**config.mk**
```make
export PLATFORM = sky130hd
export DESIGN_NAME = if_pc_stage_flat
export DESIGN_NICKNAME = d
export VERILOG_FILES = /design/src/rtl/if_pc_stage_if.sv /design/src/rtl/if_pc_stage.sv /design/src/flat_wrapper.sv
export SDC_FILE = /design/constraint.sdc
export NUM_CORES = 1
export LEC_CHECK = 0
export ABC_AREA = 1
export CORE_AREA = 2 2 126 128
export CTS_BUF_LIST = sky130_fd_sc_hd__clkbuf_4 sky130_fd_sc_hd__clkbuf_8
export DETAILED_ROUTE_END_ITERATION = 8
export DIE_AREA = 0 0 128 130
export PLACE_DENSITY = 0.82
export SYNTH_ARGS = -nofsm -noshare
export SYNTH_HDL_FRONTEND = slang
export SYNTH_SLANG_ARGS = --single-unit
```
**constraint.sdc**
```tcl
create_clock -name clk_i -period 2.2 [get_ports clk_i]
set_input_delay 0.66 -clock clk_i [delete_from_list [all_inputs] [get_ports clk_i]]
set_output_delay 0.66 -clock clk_i [all_outputs]
set_load 0.02 [all_outputs]
```
**src/rtl/if_pc_stage_if.sv**
```systemverilog
// rtl/if_pc_stage_if.sv - fetch-stage bundle: redirect/stall controls, ROM port and IF/ID outputs
interface if_pc_stage_if;
  logic        stall_i;
  logic        redirect_i;
  logic [1:0]  npc_sel_i;
  logic [31:0] pc4_i;
  logic [31:0] pcimm_i;
  logic [31:0] immra_i;
  logic [31:0] inst_i;
  logic [31:0] irom_addr_o;
  logic [31:0] id_pc_o;
  logic [31:0] id_pc4_o;
  logic [31:0] id_inst_o;
  logic        id_valid_o;
  logic        misalign_o;
  logic [15:0] redirect_cnt_o;

  // Pipeline/ROM side: drives controls and instruction data, observes IF/ID.
  modport master (
    output stall_i, redirect_i, npc_sel_i, pc4_i, pcimm_i, immra_i, inst_i,
    input  irom_addr_o, id_pc_o, id_pc4_o, id_inst_o, id_valid_o, misalign_o, redirect_cnt_o
  );

  // Fetch stage side.
  modport slave (
    input  stall_i, redirect_i, npc_sel_i, pc4_i, pcimm_i, immra_i, inst_i,
    output irom_addr_o, id_pc_o, id_pc4_o, id_inst_o, id_valid_o, misalign_o, redirect_cnt_o
  );
endinterface

```
**src/rtl/if_pc_stage.sv**
```systemverilog
// rtl/if_pc_stage.sv - miniRV PC register and IF/ID pipeline register with EX redirect and stall
module if_pc_stage #(
  parameter logic [31:0] RESET_PC = 32'h0000_0000,
  parameter logic [31:0] NOP_INST = 32'h0000_0013
) (
  input logic            clk_i,
  input logic            rst_i,
  if_pc_stage_if.slave   bus
);

  logic [31:0] pc_q,       pc_d;
  logic [31:0] id_pc_q,    id_pc_d;
  logic [31:0] id_pc4_q,   id_pc4_d;
  logic [31:0] id_inst_q,  id_inst_d;
  logic        id_valid_q, id_valid_d;
  logic        misalign_q, misalign_d;
  logic [15:0] cnt_q,      cnt_d;

  logic [31:0] tgt;
  logic [31:0] pc_plus4;

  // Sequential fetch increment wraps naturally modulo 2^32.
  assign pc_plus4 = pc_q + 32'd4;

  always_comb begin
    tgt = bus.pc4_i;
    case (bus.npc_sel_i)
      2'b01:   tgt = bus.pcimm_i;
      2'b10:   tgt = bus.immra_i & ~32'd1;
      default: tgt = bus.pc4_i;
    endcase
  end

  always_comb begin
    pc_d       = pc_q;
    id_pc_d    = id_pc_q;
    id_pc4_d   = id_pc4_q;
    id_inst_d  = id_inst_q;
    id_valid_d = id_valid_q;
    misalign_d = misalign_q;
    cnt_d      = cnt_q;
    if (bus.redirect_i) begin
      // Redirect beats stall: the wrong-path fetch becomes a bubble.
      pc_d       = tgt;
      id_pc_d    = 32'd0;
      id_pc4_d   = 32'd0;
      id_inst_d  = NOP_INST;
      id_valid_d = 1'b0;
      if (tgt[1:0] != 2'b00) misalign_d = 1'b1;
      if (cnt_q != 16'hFFFF) cnt_d = cnt_q + 16'd1;
    end else if (!bus.stall_i) begin
      pc_d       = pc_plus4;
      id_pc_d    = pc_q;
      id_pc4_d   = pc_plus4;
      id_inst_d  = bus.inst_i;
      id_valid_d = 1'b1;
    end
  end

  always_ff @(posedge clk_i) begin
    if (rst_i) begin
      pc_q       <= RESET_PC;
      id_pc_q    <= 32'd0;
      id_pc4_q   <= 32'd0;
      id_inst_q  <= NOP_INST;
      id_valid_q <= 1'b0;
      misalign_q <= 1'b0;
      cnt_q      <= 16'd0;
    end else begin
      pc_q       <= pc_d;
      id_pc_q    <= id_pc_d;
      id_pc4_q   <= id_pc4_d;
      id_inst_q  <= id_inst_d;
      id_valid_q <= id_valid_d;
      misalign_q <= misalign_d;
      cnt_q      <= cnt_d;
    end
  end

  assign bus.irom_addr_o    = pc_q;
  assign bus.id_pc_o        = id_pc_q;
  assign bus.id_pc4_o       = id_pc4_q;
  assign bus.id_inst_o      = id_inst_q;
  assign bus.id_valid_o     = id_valid_q;
  assign bus.misalign_o     = misalign_q;
  assign bus.redirect_cnt_o = cnt_q;

endmodule

```
**src/flat_wrapper.sv**
```systemverilog
// flat-port wrapper written by rule: the top's interface ports become plain ports
module if_pc_stage_flat 
#(
  parameter logic [31:0] RESET_PC = 32'h0000_0000,
  parameter logic [31:0] NOP_INST = 32'h0000_0013
)
  (clk_i, rst_i, bus_stall_i, bus_redirect_i, bus_npc_sel_i, bus_pc4_i, bus_pcimm_i, bus_immra_i, bus_inst_i, bus_irom_addr_o, bus_id_pc_o, bus_id_pc4_o, bus_id_inst_o, bus_id_valid_o, bus_misalign_o, bus_redirect_cnt_o);
  if_pc_stage_if bus_i ();
  input logic clk_i;
  input logic rst_i;
  input wire logic [$bits(bus_i.stall_i)-1:0] bus_stall_i;
  input wire logic [$bits(bus_i.redirect_i)-1:0] bus_redirect_i;
  input wire logic [$bits(bus_i.npc_sel_i)-1:0] bus_npc_sel_i;
  input wire logic [$bits(bus_i.pc4_i)-1:0] bus_pc4_i;
  input wire logic [$bits(bus_i.pcimm_i)-1:0] bus_pcimm_i;
  input wire logic [$bits(bus_i.immra_i)-1:0] bus_immra_i;
  input wire logic [$bits(bus_i.inst_i)-1:0] bus_inst_i;
  output wire logic [$bits(bus_i.irom_addr_o)-1:0] bus_irom_addr_o;
  output wire logic [$bits(bus_i.id_pc_o)-1:0] bus_id_pc_o;
  output wire logic [$bits(bus_i.id_pc4_o)-1:0] bus_id_pc4_o;
  output wire logic [$bits(bus_i.id_inst_o)-1:0] bus_id_inst_o;
  output wire logic [$bits(bus_i.id_valid_o)-1:0] bus_id_valid_o;
  output wire logic [$bits(bus_i.misalign_o)-1:0] bus_misalign_o;
  output wire logic [$bits(bus_i.redirect_cnt_o)-1:0] bus_redirect_cnt_o;
  assign bus_i.stall_i = bus_stall_i;
  assign bus_i.redirect_i = bus_redirect_i;
  assign bus_i.npc_sel_i = bus_npc_sel_i;
  assign bus_i.pc4_i = bus_pc4_i;
  assign bus_i.pcimm_i = bus_pcimm_i;
  assign bus_i.immra_i = bus_immra_i;
  assign bus_i.inst_i = bus_inst_i;
  assign bus_irom_addr_o = bus_i.irom_addr_o;
  assign bus_id_pc_o = bus_i.id_pc_o;
  assign bus_id_pc4_o = bus_i.id_pc4_o;
  assign bus_id_inst_o = bus_i.id_inst_o;
  assign bus_id_valid_o = bus_i.id_valid_o;
  assign bus_misalign_o = bus_i.misalign_o;
  assign bus_redirect_cnt_o = bus_i.redirect_cnt_o;
  if_pc_stage #(.RESET_PC(RESET_PC), .NOP_INST(NOP_INST)) u_core (.clk_i(clk_i), .rst_i(rst_i), .bus(bus_i));
endmodule
```
* Yosys cells after proc, flatten, opt, wreduce, memory -nomap -nowiden
Index checks and enable logic that the tools add are counted.
** Storage, ports and cells
- Register bits after elaboration :: 146
- Bits of input ports :: 134
- Output and inout bits :: 146
- Word-level logic and storage cells :: 20
** Operators by class
- $add $sub $neg :: 2
- Equal/unequal tests :: 4
- Multiplexer cells :: 3
- Reduce and logical (&&, ||, !) cells :: 4
** Operators with widths (count)
- 2-to-1 mux 32 bit :: 2
- case mux 32 bit (2 select lines) :: 1
- adder 32 x 3 -> 32 bit, second input constant :: 1
- adder 16 x 1 -> 16 bit, second input constant :: 1
- inequality test 16 bit, second input constant :: 1
- AND reduction 2 bit :: 2
- == test 2 x 1 -> 1 bit, second input constant :: 1
- == test 2 bit, second input constant :: 1
- inequality test 2 x 1 -> 1 bit, second input constant :: 1
- nonzero test 2 bit :: 1
- OR reduction 2 bit :: 1

* Depth between registers and ports, before layout
Gate-level depths: netlist of the first run.
- Word-level depth :: 4
- Mapped depth :: 12
- Mapped depth without buffers :: 12

* Worst setup path before layout of the first run
OpenSTA, ideal clock, no wires.
- Path kind :: in2reg
- From :: input port bus_npc_sel_i[0]
- To :: register u_core.misalign_q, in the netlist u_core.bus.misalign_o
- Setup time :: 0.133 ns
- Arrival :: 1.756 ns
- Data required time :: 2.067 ns
- Setup slack :: 0.312 ns
- Cell stages on the path :: 8
- Path buffers :: 2
- Cell sequence :: inv_1 -> ha_1 -> clkbuf_1 -> inv_1 -> clkbuf_1 -> nand3_1 -> o211ai_1 -> a31oi_1
** Between the ends
- Cells in the longest elaborated chain, start to end :: 4
- Elaborated cells on any way between the ends :: 5
- Classes of those cells :: eq/ne: 2; mux: 1; reduce/logical: 2
** Ends and longest elaborated chain
- start, declared :: RTL line flat_wrapper.sv:13 : input wire logic [$bits(bus_i.npc_sel_i)-1:0] bus_npc_sel_i;
- == test 2 bit / == test 2 x 1 -> 1 bit (equally long branches) :: RTL line if_pc_stage.sv:27 : case (bus.npc_sel_i)
- case mux 32 bit (2 select lines) * :: RTL line if_pc_stage.sv:27
- nonzero test 2 bit * :: RTL line if_pc_stage.sv:49 : if (tgt[1:0] != 2'b00) misalign_d = 1'b1;
- AND reduction 2 bit (no source line) *
- end signal, assigned :: RTL line if_pc_stage.sv:75 : misalign_q <= misalign_d;
- end, declared :: RTL line if_pc_stage.sv:16 : logic misalign_q, misalign_d;
Every way passes the cells marked *; elsewhere a longest branch is shown, timed or not.
A chain may end at the register's enable or synchronous reset.

* Worst setup path in the final report of the first run
- From :: register u_core.cnt_q[14], in the netlist u_core.bus.redirect_cnt_o[14]
- To :: output port bus_redirect_cnt_o[14]
** RTL lines
- start, declared :: RTL line if_pc_stage.sv:17 : logic [15:0] cnt_q, cnt_d;
- start signal, assigned :: RTL line if_pc_stage.sv:76 : cnt_q <= cnt_d;
- end, declared :: RTL line flat_wrapper.sv:24 : output wire logic [$bits(bus_i.redirect_cnt_o)-1:0] bus_redirect_cnt_o;
No word-level cell between the ends.

==> results of run 1 <==
## sequential cells by signal, indices dropped and copies added, names as in the netlist
name,flops
u_core.bus.id_pc_o,30
u_core.bus.redirect_cnt_o,16
u_core.bus.irom_addr_o,32
u_core.bus.id_valid_o,1
u_core.bus.id_pc4_o,32
u_core.bus.id_inst_o,32
u_core.bus.misalign_o,1
## cell usage after synthesis, types with 2 or more instances
cell type,instances
o211ai_1,19
o21ai_2,2
nor2_8,2
inv_1,62
nand2_1,278
nand3_1,49
buf_1,2
nand2_4,3
a221o_1,8
xnor2_1,2
a221oi_1,12
clkbuf_1,38
nor3_1,5
nand3_2,2
nand4_1,6
nor2_1,62
buf_4,5
o21ai_1,4
a21oi_1,107
xor2_1,6
dfxtp_1,144
nand2_2,3
nor2_4,4
o21ai_0,78
a21oi_2,4
buf_6,3
nor2_2,3
o22ai_1,4
and2_1,2
ha_1,4
a211oi_1,5
buf_2,13
o21bai_1,2
inv_2,3
## layer usage
metal  track usage  up-vias  wire (um)
li1              -     3734          -
met1         0.374     3488      10200
met2         0.452      374      11000
met3        0.0738       53       2020
met4         0.120        0        780
met5             0        -          0
## metrics by stage
| step | util | power [mW] | hold WS, ns |
|---|---|---|---|
| after floorplan | - | 3.42 | 0.448 |
| after global placement | 0.645 | 4.09 | 0.439 |
| after detailed placement | 0.645 | 4.11 | 0.455 |
| after CTS | 0.669 | 6.28 | 0.467 |
| after global routing | 0.671 | 6.51 | 0.483 |
| final | 0.671 | 6.26 | 0.466 |
## worst max path at each step
stage                                                from                                       to  slack (ns)  cells after the start
6_report       u_core.bus.redirect_cnt_o[14]$_SDFFE_PP0P_                   bus_redirect_cnt_o[14]        0.05                      1
5_1_grt        u_core.bus.redirect_cnt_o[15]$_SDFFE_PP0P_                   bus_redirect_cnt_o[15]       0.009                      1
4_1_cts           u_core.bus.irom_addr_o[18]$_SDFFE_PP0N_                      bus_irom_addr_o[18]       0.004                      1
3_5_place_dp                             bus_npc_sel_i[0]       u_core.bus.misalign_o$_SDFFE_PP0P_       -0.19                      7
3_3_place_gp                             bus_npc_sel_i[0]  u_core.bus.irom_addr_o[17]$_SDFFE_PP0N_       -0.17                      7
2_1_floorplan                            bus_npc_sel_i[0]       u_core.bus.misalign_o$_SDFFE_PP0P_        0.31                      8
## worst min-delay path, stage by stage (launching register included)
cell and delay [ns]:
dfxtp_1 0.31, nand2_1 0.06, a21oi_1 0.05
## where the power goes
part	switching [mW]	internal (mW)	total (mW)
Combinational	0.637	0.585	1.22
Clock	1.04	1.18	2.22
Sequential	0.102	2.71	2.82
## final cells by class
cell class                 count  area share
clock buffer                  19      0.0253
inverter                      65      0.0237
multi-input combinational    683       0.324
clock inverter                13      0.0156
tap                          192      0.0232
sequential                   144       0.279
timing repair buffer         325       0.309
## cell families (layout without fill, tap and decap cells)
| group | after synthesis | count (layout) | synth area share |
|---|---|---|---|
| AOI/OAI and AO/OA | 248 | 248 | 0.211 |
| xor gates and xnor gates | 8 | 8 | 0.0104 |
| adders and majority gates | 4 | 4 | 0.00740 |
| buffers and inverters | 127 | 422 | 0.0791 |
| DFF | 144 | 144 | 0.426 |
| and+or+nand+nor | 423 | 423 | 0.266 |
## repair_timing
action	4_1_cts	5_1_grt
gates resized for setup	32	8
cloned	0	0
setup endpoints to repair	32	8
==> impl_results.md, run 1 <==
- Max Freq: 464 MHz
- Post-synth top area share: 0.426
- Worst r2r dst: u_core.bus.irom_addr_o[14]$_SDFFE_PP0N_
- Asr flop ratio synth: 0
- Final setup violation count: 0
- Global-route wire length before repair: 36700 um
- Initial drt markers: 594
- Slew Limit Headroom: 0.718
- Worst reg-to-reg path cell count: 10
- Starting Density: 0.439
- Commonest non-fill, non-tap cell in the layout: nand2_1
- Synth top area cells: dfxtp_1 43%, nand2_1 15%, a21oi_1 7.9%, o21ai_0 5.8%, nand3_1 3.6%
- Warnings, synthesis: 0
- Fin crit share: 0.979
- Minimum clock period: 2.15 ns
- Slew Viols, Final: 0
- Design area: 10300 um^2
- Setup Crit Path Kind: flop to primary output
- Lkg Pwr: 4.17 nW
- Post-DP HPWL: 18800 um
- Die width: 128 um
- DRT antenna net count: 0
- Share of layout cells above drive strength 1: 0.0873
- Crit path DAT: 1.49 ns
- Crit-path cells: clkdlybuf4s50_1
- Hold path depth: 2
- Root buf cell: clkbuf_8
- # fillers: 1362
- Fin Clk Skew: 0.0106 ns
- Syn nets: 1092
- Worst-Skew Late Latency: 0.47 ns
- Num rows: 46
- Post-CTS Hold Buffers: 0
- Post-DP Area: 9940 um^2
- Initial antenna violation count: 0
- Cells after Synth: 954
- Sink Count: 144
- RSZ-0062 raised after global routing: no
- Pin count of the biggest net entering global routing: 87
- Multi-input combinational cell area: 3360 um^2
- CP Buf/Inv Count: 1
- Worst reg-to-reg setup slack: 0.29 ns
- Layout Cells excl Fill: 1441
- Max FO, Critical Path: 3
- H-Tree Depth: 4
- Die area: 16600 um^2
- Clock buffer count from CTS: 17
- CORE AREA: 15400 um^2
- Congestion Overflow GR: 0
- Setup TNS: 0 ns
- Status: finished clean
- Hold-critical path endpoint: u_core.bus.id_inst_o[26]$_SDFFE_PP0N_
- Critical Path End Type: primary output
- Clock transition at path regs: 0.08 ns
- Flip-flop and latch count after synthesis: 144
- P&R area growth vs syn: 52.9%
- Hold crit path type: flop to flop
- CTS tree: done
- Most frequent cells in the layout: 278 x nand2_1, 237 x clkdlybuf4s50_1, 144 x dfxtp_1
- EDFF count, synth: 0
- Final hold vios: 0
- Vias: 7649
- Sequential cell area: 2880 um^2
- Max Root-Sink Buffers: 2
- Crit-path slowest cell: clkdlybuf4s50_1
- Port Buffers: 278
- Post-DR wirelength/cell: 16.7 um
- Residual DRC: 0
- Area leader, netlist: dfxtp_1
- Seq/Total Area, Yosys: 0.426
- Max VDD drop: 360 uV
- Post-layout worst setup margin: 0.0464 ns
- Nets@finish: 1374
- Total track usage: 0.286
- Dominant synthesized flop cell: dfxtp_1
- IO Pins: 280
- Syn avg cell area: 7.09 um^2
- Hold Startpoint: u_core.bus.id_inst_o[26]$_SDFFE_PP0N_
- Placed insts: 1409
- Post-synth cell types: 42
- Setup bufs post-CTS: 0
- Vias in the first global route: 6946
- Vias/cell: 5.31
- Cell Pwr Density: 605 nW/um^2
- Drt pass-1 iters: 5
- R2r startpoint: u_core.bus.irom_addr_o[3]$_SDFFE_PP0N_
- Routed wire length: 24000 um
- Crit-path leading delay family: buffers and inverters
- Die H: 130 um
- Synth Cell Area: 6770 um^2
- CP required: 1.54 ns
- Max-cap violations: 0
- Pre-CTS setup slack: -0.195 ns
- RD Place Congestion: 0.962
- Diode count: 0
- Critical path launch point type: flop
- Max incr delay on CP: 0.63 ns
- Worst Tran Pin Value: 0.418 ns
Power figures use the tool's default switching activity.
==> run 2, diff against run 1 <==
Settings changed: TNS_END_PERCENT set to 50.
==> results of run 2 <==
Same layout as run 1: the final DEF is identical, and so are final timing and power.
